<file path="src/rtl/sga_direction_sensor.sv">
// Direction sensor responder for the Snake Game control unit.
// A medir pulse starts one measurement. The left ultrasonic sensor is
// triggered and timed first, then the right one.
// Each echo width is classified as near or far, and the two results are
// returned as {dir, esq} together with a one-cycle fim_inter pulse.
module sga_direction_sensor #(
    parameter int TRIGGER_CYCLES   = 500,
    parameter int THRESHOLD_CYCLES = 29000,
    parameter int TIMEOUT_CYCLES   = 1500000
) (
    input  logic       clock,
    input  logic       restart_n,
    input  logic       medir,
    input  logic       reset_interface,
    input  logic       echo_esq,
    input  logic       echo_dir,
    output logic       trigger_esq,
    output logic       trigger_dir,
    output logic       fim_inter,
    output logic [1:0] interface_direction,
    output logic       timeout,
    output logic [3:0] db_state
);

    localparam int TRIG_W  = $clog2(TRIGGER_CYCLES + 1);
    localparam int WIDTH_W = $clog2(THRESHOLD_CYCLES + 1);
    localparam int TO_W    = $clog2(TIMEOUT_CYCLES + 1);

    typedef enum logic [3:0] {
        IDLE     = 4'd0,
        TRIG_ESQ = 4'd1,
        WAIT_ESQ = 4'd2,
        MEDE_ESQ = 4'd3,
        TRIG_DIR = 4'd4,
        WAIT_DIR = 4'd5,
        MEDE_DIR = 4'd6,
        FIM      = 4'd7
    } state_t;

    state_t             state_q;
    logic [TRIG_W-1:0]  trigCnt_q;
    logic [WIDTH_W-1:0] widthCnt_q;
    logic [TO_W-1:0]    toCnt_q;
    logic               trigEsq_q;
    logic               trigDir_q;
    logic               fim_q;
    logic [1:0]         direction_q;
    logic               timeout_q;
    logic               nearEsq_q;
    logic               toFlag_q;

    logic echoEsqMeta_q, echoEsqSync_q, echoEsqPrev_q;
    logic echoDirMeta_q, echoDirSync_q, echoDirPrev_q;

    logic isDirSide;
    logic curSync;
    logic curRise;
    logic trigDone;
    logic toExpired;
    logic widthNear;
    logic sensorDone;
    logic sensorNear;
    logic sensorTimedOut;

    // Bring both echo pins into the clock domain and keep one extra stage for edge detection
    always_ff @(posedge clock or negedge restart_n) begin
        if (!restart_n) begin
            echoEsqMeta_q <= 1'b0;
            echoEsqSync_q <= 1'b0;
            echoEsqPrev_q <= 1'b0;
            echoDirMeta_q <= 1'b0;
            echoDirSync_q <= 1'b0;
            echoDirPrev_q <= 1'b0;
        end else begin
            echoEsqMeta_q <= echo_esq;
            echoEsqSync_q <= echoEsqMeta_q;
            echoEsqPrev_q <= echoEsqSync_q;
            echoDirMeta_q <= echo_dir;
            echoDirSync_q <= echoDirMeta_q;
            echoDirPrev_q <= echoDirSync_q;
        end
    end

    // Select the sensor being measured and decide whether its measurement ends this cycle
    always_comb begin
        isDirSide      = (state_q == TRIG_DIR) || (state_q == WAIT_DIR) || (state_q == MEDE_DIR);
        curSync        = isDirSide ? echoDirSync_q : echoEsqSync_q;
        // A rise needs a low sample first, so an echo already high on entry to WAIT is ignored
        curRise        = curSync && !(isDirSide ? echoDirPrev_q : echoEsqPrev_q);
        trigDone       = (trigCnt_q == TRIG_W'(TRIGGER_CYCLES - 1));
        toExpired      = (toCnt_q == TO_W'(TIMEOUT_CYCLES - 1));
        // The rising-edge cycle already saw the echo high, so the width is the count plus one
        widthNear      = (widthCnt_q < WIDTH_W'(THRESHOLD_CYCLES - 1));
        sensorDone     = 1'b0;
        sensorNear     = 1'b0;
        sensorTimedOut = 1'b0;
        if ((state_q == WAIT_ESQ) || (state_q == WAIT_DIR)) begin
            if (toExpired) begin
                sensorDone     = 1'b1;
                sensorTimedOut = 1'b1;
            end
        end else if ((state_q == MEDE_ESQ) || (state_q == MEDE_DIR)) begin
            if (toExpired) begin
                sensorDone     = 1'b1;
                sensorTimedOut = 1'b1;
            end else if (!curSync) begin
                sensorDone = 1'b1;
                sensorNear = widthNear;
            end
        end
    end

    // Measurement sequencer with registered triggers, completion pulse and results
    always_ff @(posedge clock or negedge restart_n) begin
        if (!restart_n) begin
            state_q     <= IDLE;
            trigCnt_q   <= '0;
            widthCnt_q  <= '0;
            toCnt_q     <= '0;
            trigEsq_q   <= 1'b0;
            trigDir_q   <= 1'b0;
            fim_q       <= 1'b0;
            direction_q <= 2'b00;
            timeout_q   <= 1'b0;
            nearEsq_q   <= 1'b0;
            toFlag_q    <= 1'b0;
        end else if (reset_interface) begin
            state_q     <= IDLE;
            trigCnt_q   <= '0;
            widthCnt_q  <= '0;
            toCnt_q     <= '0;
            trigEsq_q   <= 1'b0;
            trigDir_q   <= 1'b0;
            fim_q       <= 1'b0;
            direction_q <= 2'b00;
            timeout_q   <= 1'b0;
            nearEsq_q   <= 1'b0;
            toFlag_q    <= 1'b0;
        end else begin
            fim_q <= 1'b0;
            case (state_q)
                IDLE: begin
                    if (medir) begin
                        state_q   <= TRIG_ESQ;
                        trigEsq_q <= 1'b1;
                        trigCnt_q <= '0;
                        nearEsq_q <= 1'b0;
                        toFlag_q  <= 1'b0;
                    end
                end
                TRIG_ESQ, TRIG_DIR: begin
                    if (trigDone) begin
                        trigEsq_q <= 1'b0;
                        trigDir_q <= 1'b0;
                        toCnt_q   <= '0;
                        state_q   <= isDirSide ? WAIT_DIR : WAIT_ESQ;
                    end else begin
                        trigCnt_q <= trigCnt_q + TRIG_W'(1);
                    end
                end
                WAIT_ESQ, WAIT_DIR, MEDE_ESQ, MEDE_DIR: begin
                    if (sensorDone) begin
                        if (isDirSide) begin
                            state_q     <= FIM;
                            fim_q       <= 1'b1;
                            direction_q <= {sensorNear, nearEsq_q};
                            timeout_q   <= toFlag_q | sensorTimedOut;
                        end else begin
                            nearEsq_q <= sensorNear;
                            toFlag_q  <= toFlag_q | sensorTimedOut;
                            state_q   <= TRIG_DIR;
                            trigDir_q <= 1'b1;
                            trigCnt_q <= '0;
                        end
                    end else begin
                        if (toCnt_q != '1) begin
                            toCnt_q <= toCnt_q + TO_W'(1);
                        end
                        if ((state_q == WAIT_ESQ) || (state_q == WAIT_DIR)) begin
                            if (curRise) begin
                                widthCnt_q <= '0;
                                state_q    <= isDirSide ? MEDE_DIR : MEDE_ESQ;
                            end
                        end else if (widthCnt_q != '1) begin
                            widthCnt_q <= widthCnt_q + WIDTH_W'(1);
                        end
                    end
                end
                FIM: begin
                    state_q <= IDLE;
                end
                default: begin
                    state_q <= IDLE;
                end
            endcase
        end
    end

    assign trigger_esq         = trigEsq_q;
    assign trigger_dir         = trigDir_q;
    assign fim_inter           = fim_q;
    assign interface_direction = direction_q;
    assign timeout             = timeout_q;
    assign db_state            = state_q;

endmodule

</file>
<file path="config.mk">
export PLATFORM = sky130hd
export DESIGN_NAME = sga_direction_sensor
export DESIGN_NICKNAME = d
export VERILOG_FILES = /design/src/rtl/sga_direction_sensor.sv
export SDC_FILE = /design/constraint.sdc
export NUM_CORES = 1
export LEC_CHECK = 0
export BUFFER_PORTS_ARGS = -buffer_cell sky130_fd_sc_hd__buf_2
export CAP_MARGIN = 10
export CORE_ASPECT_RATIO = 0.8
export CORE_UTILIZATION = 50
export DETAILED_ROUTE_END_ITERATION = 16
export PLACE_DENSITY = 0.67
export SLEW_MARGIN = 20
export SYNTH_ARGS = -nofsm -noshare
export SYNTH_HDL_FRONTEND = slang
export SYNTH_SLANG_ARGS = --single-unit
export TNS_END_PERCENT = 1
</file>
<file path="constraint.sdc">
create_clock -name clock -period 8 [get_ports clock]
set_clock_uncertainty 0.15 [all_clocks]
set_input_delay 0.4 -clock clock [delete_from_list [all_inputs] [get_ports clock]]
set_output_delay 0.4 -clock clock [all_outputs]
set_load 0.02 [all_outputs]
</file>
# == Word level (Yosys, flattened, before mapping) ==
# Cells that the tools add are included.
# op_classes
add_sub_neg,3
n_eq_ne,21
order_cmp,1
reduce_logical,25
bitwise_logic,1
mux,69
# ops
operator,n
2-to-1 mux 15 bit,6
2-to-1 mux 21 bit,4
2-to-1 mux 9 bit,5
case mux 21 bit (2 select lines),1
2-to-1 mux 1 bit,34
case mux 9 bit (3 select lines),1
2-to-1 mux 4 bit,6
!= test 3 bit (second input constant),8
adder 21 x 1 -> 21 bit (second input constant),1
equality test 21 bit (second input constant),1
!= test 21 bit (second input constant),1
AND reduction 4 bit,5
adder 15 x 1 -> 15 bit (second input constant),1
< comparator 15 bit (second input constant),1
!= test 15 bit (second input constant),1
equality test 4 x 3 -> 1 bit (second input constant),3
case mux 4 bit (3 select lines),1
nonzero test 3 bit,4
2-to-1 mux 2 bit,5
adder 9 x 1 -> 9 bit (second input constant),1
equality test 9 bit (second input constant),1
equality test 4 x 2 -> 1 bit (second input constant),2
!= test 4 bit (second input constant),2
case mux 1 bit (2 select lines),4
14 further kinds,21
# totals
register_bits,63
out_inout_bits,10
inputBits,6

# == Logic depth before layout (Yosys ltp) ==
# Gate-level depths: netlist of the first run.
# depth
ltp_word,12
depth_mapped,12

# == Worst setup path after synthesis of the first run ==
# Ideal clock, no wire load.
# synth_timing
kind,reg2reg
startpoint,reg toCnt_q[10]
endpoint,"reg state_q[2], in the netlist db_state[2]"
stages_incl_launch_ff,11
n_path_buf,0
path_slack_ns,5.431
synth_period_minus_slack_ns,2.569
arrival_ns,2.309
cell_sequence,dfrtp_1 > or4b_1 > nor4_4 > nand2_2 > nand2_1 > nand2_1 > ha_1 > maj3_1 > nor2_1 > o21ai_0 > o41ai_1
# synth_between
elab_chain_cells,7
# synth_lines
item,line,source
start: declaration,43,logic [TO_W-1:0] toCnt_q;
start signal: assignment,177,toCnt_q <= toCnt_q + TO_W'(1);
equality test 21 bit (*),91,toExpired = (toCnt_q == TO_W'(TIMEOUT_CYCLES - 1));
2-to-1 mux 1 bit,103,if (toExpired) begin
2-to-1 mux 1 bit,102,end else if ((state_q == MEDE_ESQ) || (state_q == MEDE_DIR)) begin
2-to-1 mux 1 bit (*),97,if ((state_q == WAIT_ESQ) || (state_q == WAIT_DIR)) begin
2-to-1 mux 4 bit,162,if (sensorDone) begin
case mux 4 bit (3 select lines),141,case (state_q)
2-to-1 mux 4 bit,127,end else if (reset_interface) begin
end signal: assignment,156,state_q <= isDirSide ? WAIT_DIR : WAIT_ESQ;
end signal: assignment,182,state_q <= isDirSide ? MEDE_DIR : MEDE_ESQ;
end: declaration,40,state_t state_q;
# Mark *: on every way between the ends. The rest lies on a longest branch, timed or not.
# A chain may end at the register's enable or synchronous reset.

# == Worst setup path in the final report of the first run ==
# layout_timing
startpoint,"reg state_q[0], in the netlist db_state[0]"
endpoint,reg toCnt_q[8]
# layout_between
elab_chain_cells,10
# layout_lines
item,line,source
"equality test 4 x 3 -> 1 bit, on equally long branches","86, 141, 97",
logical OR 1 bit (2 in series),86,isDirSide = (state_q == TRIG_DIR) || (state_q == WAIT_DIR) || (state_q == MEDE_DIR);
2-to-1 mux 1 bit,87,curSync = isDirSide ? echoDirSync_q : echoEsqSync_q;
2-to-1 mux 1 bit,106,end else if (!curSync) begin
2-to-1 mux 1 bit,103,
2-to-1 mux 1 bit,102,
2-to-1 mux 1 bit,97,
!= test 3 bit (no source line),n/a,
AND reduction 4 bit (no source line),n/a,
# Several ways; a longest one is shown, not always the timed one.

==> results of run 1 <==
-- worst max-delay path: cells and delay by family, from the launching register on --
kind            cells  cell delay (ns)
flops               1             0.75
mux                 1             0.31
simple gates        2             0.91
compound gates      3             0.96
-- Yosys cell counts, drive strengths merged (5+ instances only) --
master,count,area share [%]
dfrtp,62,43
nand2,41,4.3
o21ai,37,5.1
a21oi,35,4.8
nor2,30,3.1
nand3,29,4.0
o31ai,18,4.2
buf,14,2.4
or4,14,2.9
or3,12,2.1
a31oi,10,2.5
clkbuf,7,0.72
inv,7,0.72
ha,6,2.1
nand2b,6,1.0
nor2b,6,1.0
nor4,6,1.4
and2,5,0.86
and3,5,0.86
-- final cells by class --
cell class                      count  area share (%)
Clock inverter                      4           0.612
Tap cell                           87            2.80
Multi-Input combinational cell    317            50.0
Timing Repair Buffer               17            2.51
Clock buffer                       12            3.48
Inverter                            7           0.676
Sequential cell                    62            39.9
-- registers in the layout, indices dropped and copies added (netlist names), 2 cells and up --
register and cells:
db_state 3, interface_direction 2, toCnt_q 21, trigCnt_q 9, widthCnt_q 15
-- metrics by stage --
step	std cells	setup WS (ns)	util (%)	area, um2	hold WS, ns
2_1_floorplan	407	5.43	-	3630	-0.0456
3_3_place_gp	488	5.04	53.2	3700	0.184
3_5_place_dp	488	4.89	53.2	3700	0.187
4_1_cts	505	4.87	55.6	3870	0.00416
5_1_grt	506	4.56	55.8	3880	0.136
6_report	506	4.82	55.8	3880	0.0634
-- cell usage in the layout, fill, tap and decap left out, types with 4 or more instances in the layout --
master,count
a21oi_1,35
a31oi_1,8
and2_1,5
and3_1,5
and4_1,4
buf_2,14
clkbuf_8,9
dfrtp_1,62
ha_1,6
inv_1,7
mux2i_1,4
nand2_1,40
nand2b_1,6
nand3_1,29
nand4_1,4
nor2_1,29
nor2b_1,6
nor3_1,4
nor4_1,5
o21ai_0,37
o31ai_1,16
or3_1,12
or4_1,14
-- layer usage --
metal / vias up / GRT usage [%]
met2: 78 / 34.6
met5: - / 0
met3: 7 / 5.70
li1: 1545 / -
met4: 0 / 7.06
met1: 1522 / 35.6
-- how the worst max path moves through the flow --
stage / end / slack (ns) / start / cells past startpoint
floorplan: db_state[2] / 5.43 / toCnt_q[10] / 10
global placement: toCnt_q[18] / 5.04 / db_state[1] / 6
detailed placement: toCnt_q[8] / 4.89 / db_state[0] / 6
CTS: toCnt_q[8] / 4.87 / db_state[0] / 6
global route: toCnt_q[8] / 4.56 / db_state[0] / 6
finish: toCnt_q[8] / 4.82 / db_state[0] / 6
-- power groups by stage --
stage	combinational, mW	clock (mW)	sequential [mW]
final	0.241	0.236	0.383
after floorplan	0.199	0	0.369
after detailed placement	0.238	0	0.387
after global routing	0.271	0.255	0.389
after global placement	0.236	0	0.385
after CTS	0.239	0.244	0.382
-- kinds of logic (layout without fill, tap and decap cells) --
kind of cell / Yosys count / in the layout / share of synthesized area (%)
buffers and inverters: 28 / 40 / 3.89
AOI/OAI and AO/OA: 124 / 124 / 22.4
adders and majority gates: 7 / 7 / 2.34
xor gates and xnor gates: 2 / 2 / 0.482
DFF: 62 / 62 / 42.7
muxes: 5 / 5 / 1.41
other: 1 / 1 / 0.103
and+or+nand+nor: 178 / 178 / 26.6
==> results.cfg, run 1 <==
[synth]
synth_edf_count = 0
ys_types = 58
syn_inst = 407
synth_area_per_cell_um2 = 8.92
yosysSeqAreaShare_pct = 42.7
ys.flop_type = dfrtp_1
ys_seq_elements = 62
synth-async-reset-ratio_pct = 100
synth_warnings = 0
syn_area_um2 = 3630
syn_nets = 419

[clock_tree]
clk_pin_slew_worst_paths_ns = 0.07
ctsLongestPathBuffers = 2
ctsResizeCount = 0
cts_made_buffers = 9
ctsHoldBuffers = 1
cts.htree.levels = 3
cts_tree = built
clock_latency_ns = 0.35
cts_root_buf = clkbuf_8
clock-sinks = 62
post_cts_buffers = 0

[critical_path]
r2r_cells = 6
required_ns = 8.11
crit_slowest_cell = dfrtp_1
critical_path.cell_chain = and2_1 -> mux2i_1 -> a32oi_1 -> o211ai_2 -> or4_1 -> a21oi_1
worst_path_largest_cell_delay_ns = 0.75
critPathKind = flip-flop to flip-flop
r2r_start = db_state[0]
startpoint_type = flip-flop
regToRegEndpoint = toCnt_q[8]
critPathArrivalTime_ns = 3.29
r2r_slack_ns = 4.82
worst-path-max-fanout = 23
cp-end-kind = flip-flop

[cells_and_area]
multi_input_area_um2 = 1940
diodes = 0
area_delta_synth_final_pct = 6.96
ff_latch_area_um2 = 1550
fin_nets = 426
fill_cells = 632
drive_gt1_share_pct = 10.0

[detailed_routing]
routed_wl_um = 8290
via_count = 3152
drt_iter0_markers = 232
met2WireLength_um = 3620
vias_per_cell = 6.23
wl_per_cell_um = 16.4
maxUsedRoutingLayer = met4
drc = 0
dr.pass1.iters = 5
ant_nets = 0
wl_met1_um = 4190
route.met3.wl_um = 397

[power_and_ir_drop]
pwr-share-comb_pct = 28.0
p_sw_share_pct = 39.1
p_leak_nw = 1.54
power_density_nw_per_um2 = 221
p_total_uw = 860
p_int_uw = 524
pwr-share-seq_pct = 44.5
vdd_drop_max_mv = 0.0902
pwr-share-clk_pct = 27.5
power.switching_uw = 336

[global_route]
antenna_found_initial = 0
track_usage_pct = 23.9
grt_overflow_total = 0
grt_max_degree = 63
grt_pass1_vias = 2948
grt_pass1_wl_um = 14500

[sta]
drv_slew = 0
final_hold_viol_count = 0
min_period_ns = 3.18
worst_pin_slew_ns = 0.932
fin_crit_sh_pct = 39.7
fmaxAchievable_mhz = 314
setup_tns_ns = 0
relSlewSlack_pct = 36.1
setup_viol = 0
rsz0062_at_grt = false

[floorplan]
dieArea_um2 = 7610
core_area_um2 = 6960
start_util_pct = 52.2
die_x_um = 97.3
rows = 27
die_h_um = 78.2
ioPinCount = 16

[status]
status = completed

[worst_hold_path]
hp-class = input port to asynchronous set/reset pin

[place]
portBuffers = 14
dp_hpwl_um = 5660
gp_congestion = 0.827

[job]
maxCapViolCount = 0
(Power assumes the default switching activity.)
==> run 2: changes to the inputs <==
clock period = 3 ns   (was 8 ns; I/O delays follow)
==> results.cfg, run 2 (synthesis results as in run 1) <==
[power_and_ir_drop]
power_density_nw_per_um2 = 590
power.switching_uw = 896
p_int_mw = 1.46
p_leak_nw = 1.61
vdd_drop_max_mv = 0.232
pwr-share-clk_pct = 25.4
pwr-share-comb_pct = 32.4
pwr-share-seq_pct = 42.3
p_sw_share_pct = 38.0
p_total_mw = 2.36

[critical_path]
startpoint_type = flip-flop
critPathArrivalTime_ns = 2.89
regToRegEndpoint = db_state[2]
r2r_slack_ns = 0.19
r2r_cells = 10
required_ns = 3.08
worst-path-max-fanout = 5
critPathKind = flip-flop to flip-flop
r2r_start = toCnt_q[10]
cp-end-kind = flip-flop
startpoint = toCnt_q[10]

[sta]
relSlewSlack_pct = 50.2
setup_tns_ns = 0
worst_pin_slew_ns = 0.745
fin_crit_sh_pct = 93.6
final_hold_viol_count = 0
drv_slew = 0
rsz0062_at_grt = false
setup_viol = 0
fmaxAchievable_mhz = 356
min_period_ns = 2.81

[job]
maxCapViolCount = 0

[detailed_routing]
wl_per_cell_um = 16.2
via_count = 3214
drc = 0
dr.pass1.iters = 5
drt_iter0_markers = 305
vias_per_cell = 6.19
ant_nets = 0
routed_wl_um = 8420

[cells_and_area]
fin_nets = 440
fill_cells = 611
area_delta_synth_final_pct = 9.92
largest_reg_flops = 21
reg_top3 = toCnt_q: 21 flops, widthCnt_q: 15 flops, trigCnt_q: 9 flops
layout_common_cells = dfrtp_1 (62), nand2_1 (40), o21ai_0 (37)
diodes = 0
layout_commonest_cell = dfrtp_1
regMostFlops = toCnt_q
drive_gt1_share_pct = 12.0

[place]
gp_congestion = 0.847
portBuffers = 14
dp_hpwl_um = 5920

[floorplan]
ioPinCount = 16
core_area_um2 = 6960
die_h_um = 78.2
start_util_pct = 52.2
rows = 27
die_x_um = 97.3
dieArea_um2 = 7610

[clock_tree]
clock-sinks = 62
ctsLongestPathBuffers = 2
cts_root_buf = clkbuf_8
clk_pin_slew_worst_paths_ns = 0.07
cts_tree = built
ctsResizeCount = 0
cts_made_buffers = 9
cts.htree.levels = 3
clock_latency_ns = 0.34

[global_route]
grt_pass1_vias = 2796
grt_overflow_total = 0
grt_max_degree = 63
antenna_found_initial = 0
track_usage_pct = 24.0
grt_pass1_wl_um = 14500

[worst_hold_path]
hp-class = input port to flip-flop
holdCritStartpoint = reset_interface
holdPathEnd = interface_direction[0]
worstHoldPathCells = 2

[status]
status = completed
[run 2: cell types whose count changed in the layout (fill, tap and decap cells not counted), sizes merged]
cell / previous run / this run
clkinv: 4 / 2
buf: 15 / 28
dlygate4sd3: 2 / 3
clkbuf: 12 / 13
[run 2: routing by layer]
metal | global-route usage, % | part of all wire, % | routed length [um]
met3 | 6.32 | 6.2 | 519
met4 | 6.76 | 1.1 | 95
met2 | 32.0 | 41 | 3460
met5 | 0 | 0 | 0
met1 | 37.7 | 52 | 4350
[run 2: what timing repair did]
| action | 4_1_cts | 5_1_grt |
|---|---|---|
| hold buffers | 3 | 0 |
| hold endpoints to repair | 64 | 0 |
| setup buffers | 0 | 0 |
[run 2: power by group through the flow]
| stage | clock network, mW | registers (mW) | logic, mW |
|---|---|---|---|
| after floorplan | 0 | 0.984 | 0.530 |
| after global placement | 0 | 1.01 | 0.744 |
| after detailed placement | 0 | 1.01 | 0.750 |
| after CTS | 0.619 | 0.995 | 0.757 |
| after global routing | 0.655 | 1.01 | 0.837 |
| final | 0.597 | 0.996 | 0.762 |
[run 2: worst max path at each step]
stage | cells past startpoint | to | slack (ns)
floorplan | 10 | db_state[2] | 0.43
global placement | 10 | db_state[2] | 0.31
detailed placement | 7 | toCnt_q[8] | 0.23
CTS | 10 | db_state[2] | 0.22
global route | 7 | toCnt_q[8] | 0.01
finish | 10 | db_state[2] | 0.19
[run 2: layout make-up]
type | instances | area (um2) | area share [%]
sequential | 62 | 1550 | 38.9
clock inverter | 2 | 10.0 | 0.251
inverter | 7 | 26.3 | 0.658
multi-input combinational | 317 | 1940 | 48.6
timing repair buffer | 31 | 218 | 5.45
clock buffer | 13 | 139 | 3.48
tap | 87 | 109 | 2.73
[run 2: stage by stage]
stage	area, um2	setup WS, ns	instances	hold slack [ns]	util (%)
2_1_floorplan	3630	0.431	407	-0.296	-
3_3_place_gp	3810	0.306	501	0.0405	54.8
3_5_place_dp	3810	0.234	501	0.0402	54.8
4_1_cts	3990	0.216	519	0.0455	57.4
5_1_grt	3990	0.00969	519	0.0686	57.4
6_report	3990	0.193	519	0.0611	57.4
[run 2: critical path, cell delays in order, from the launching register on]
cell and delay (ns):
dfrtp_1 0.43, or4b_1 0.59, nor4_4 0.34, nand2_2 0.16
nand2_1 0.14, nand2_1 0.09, ha_1 0.21, maj3_1 0.35
nor2_1 0.09, o21ai_0 0.07, o41ai_1 0.09
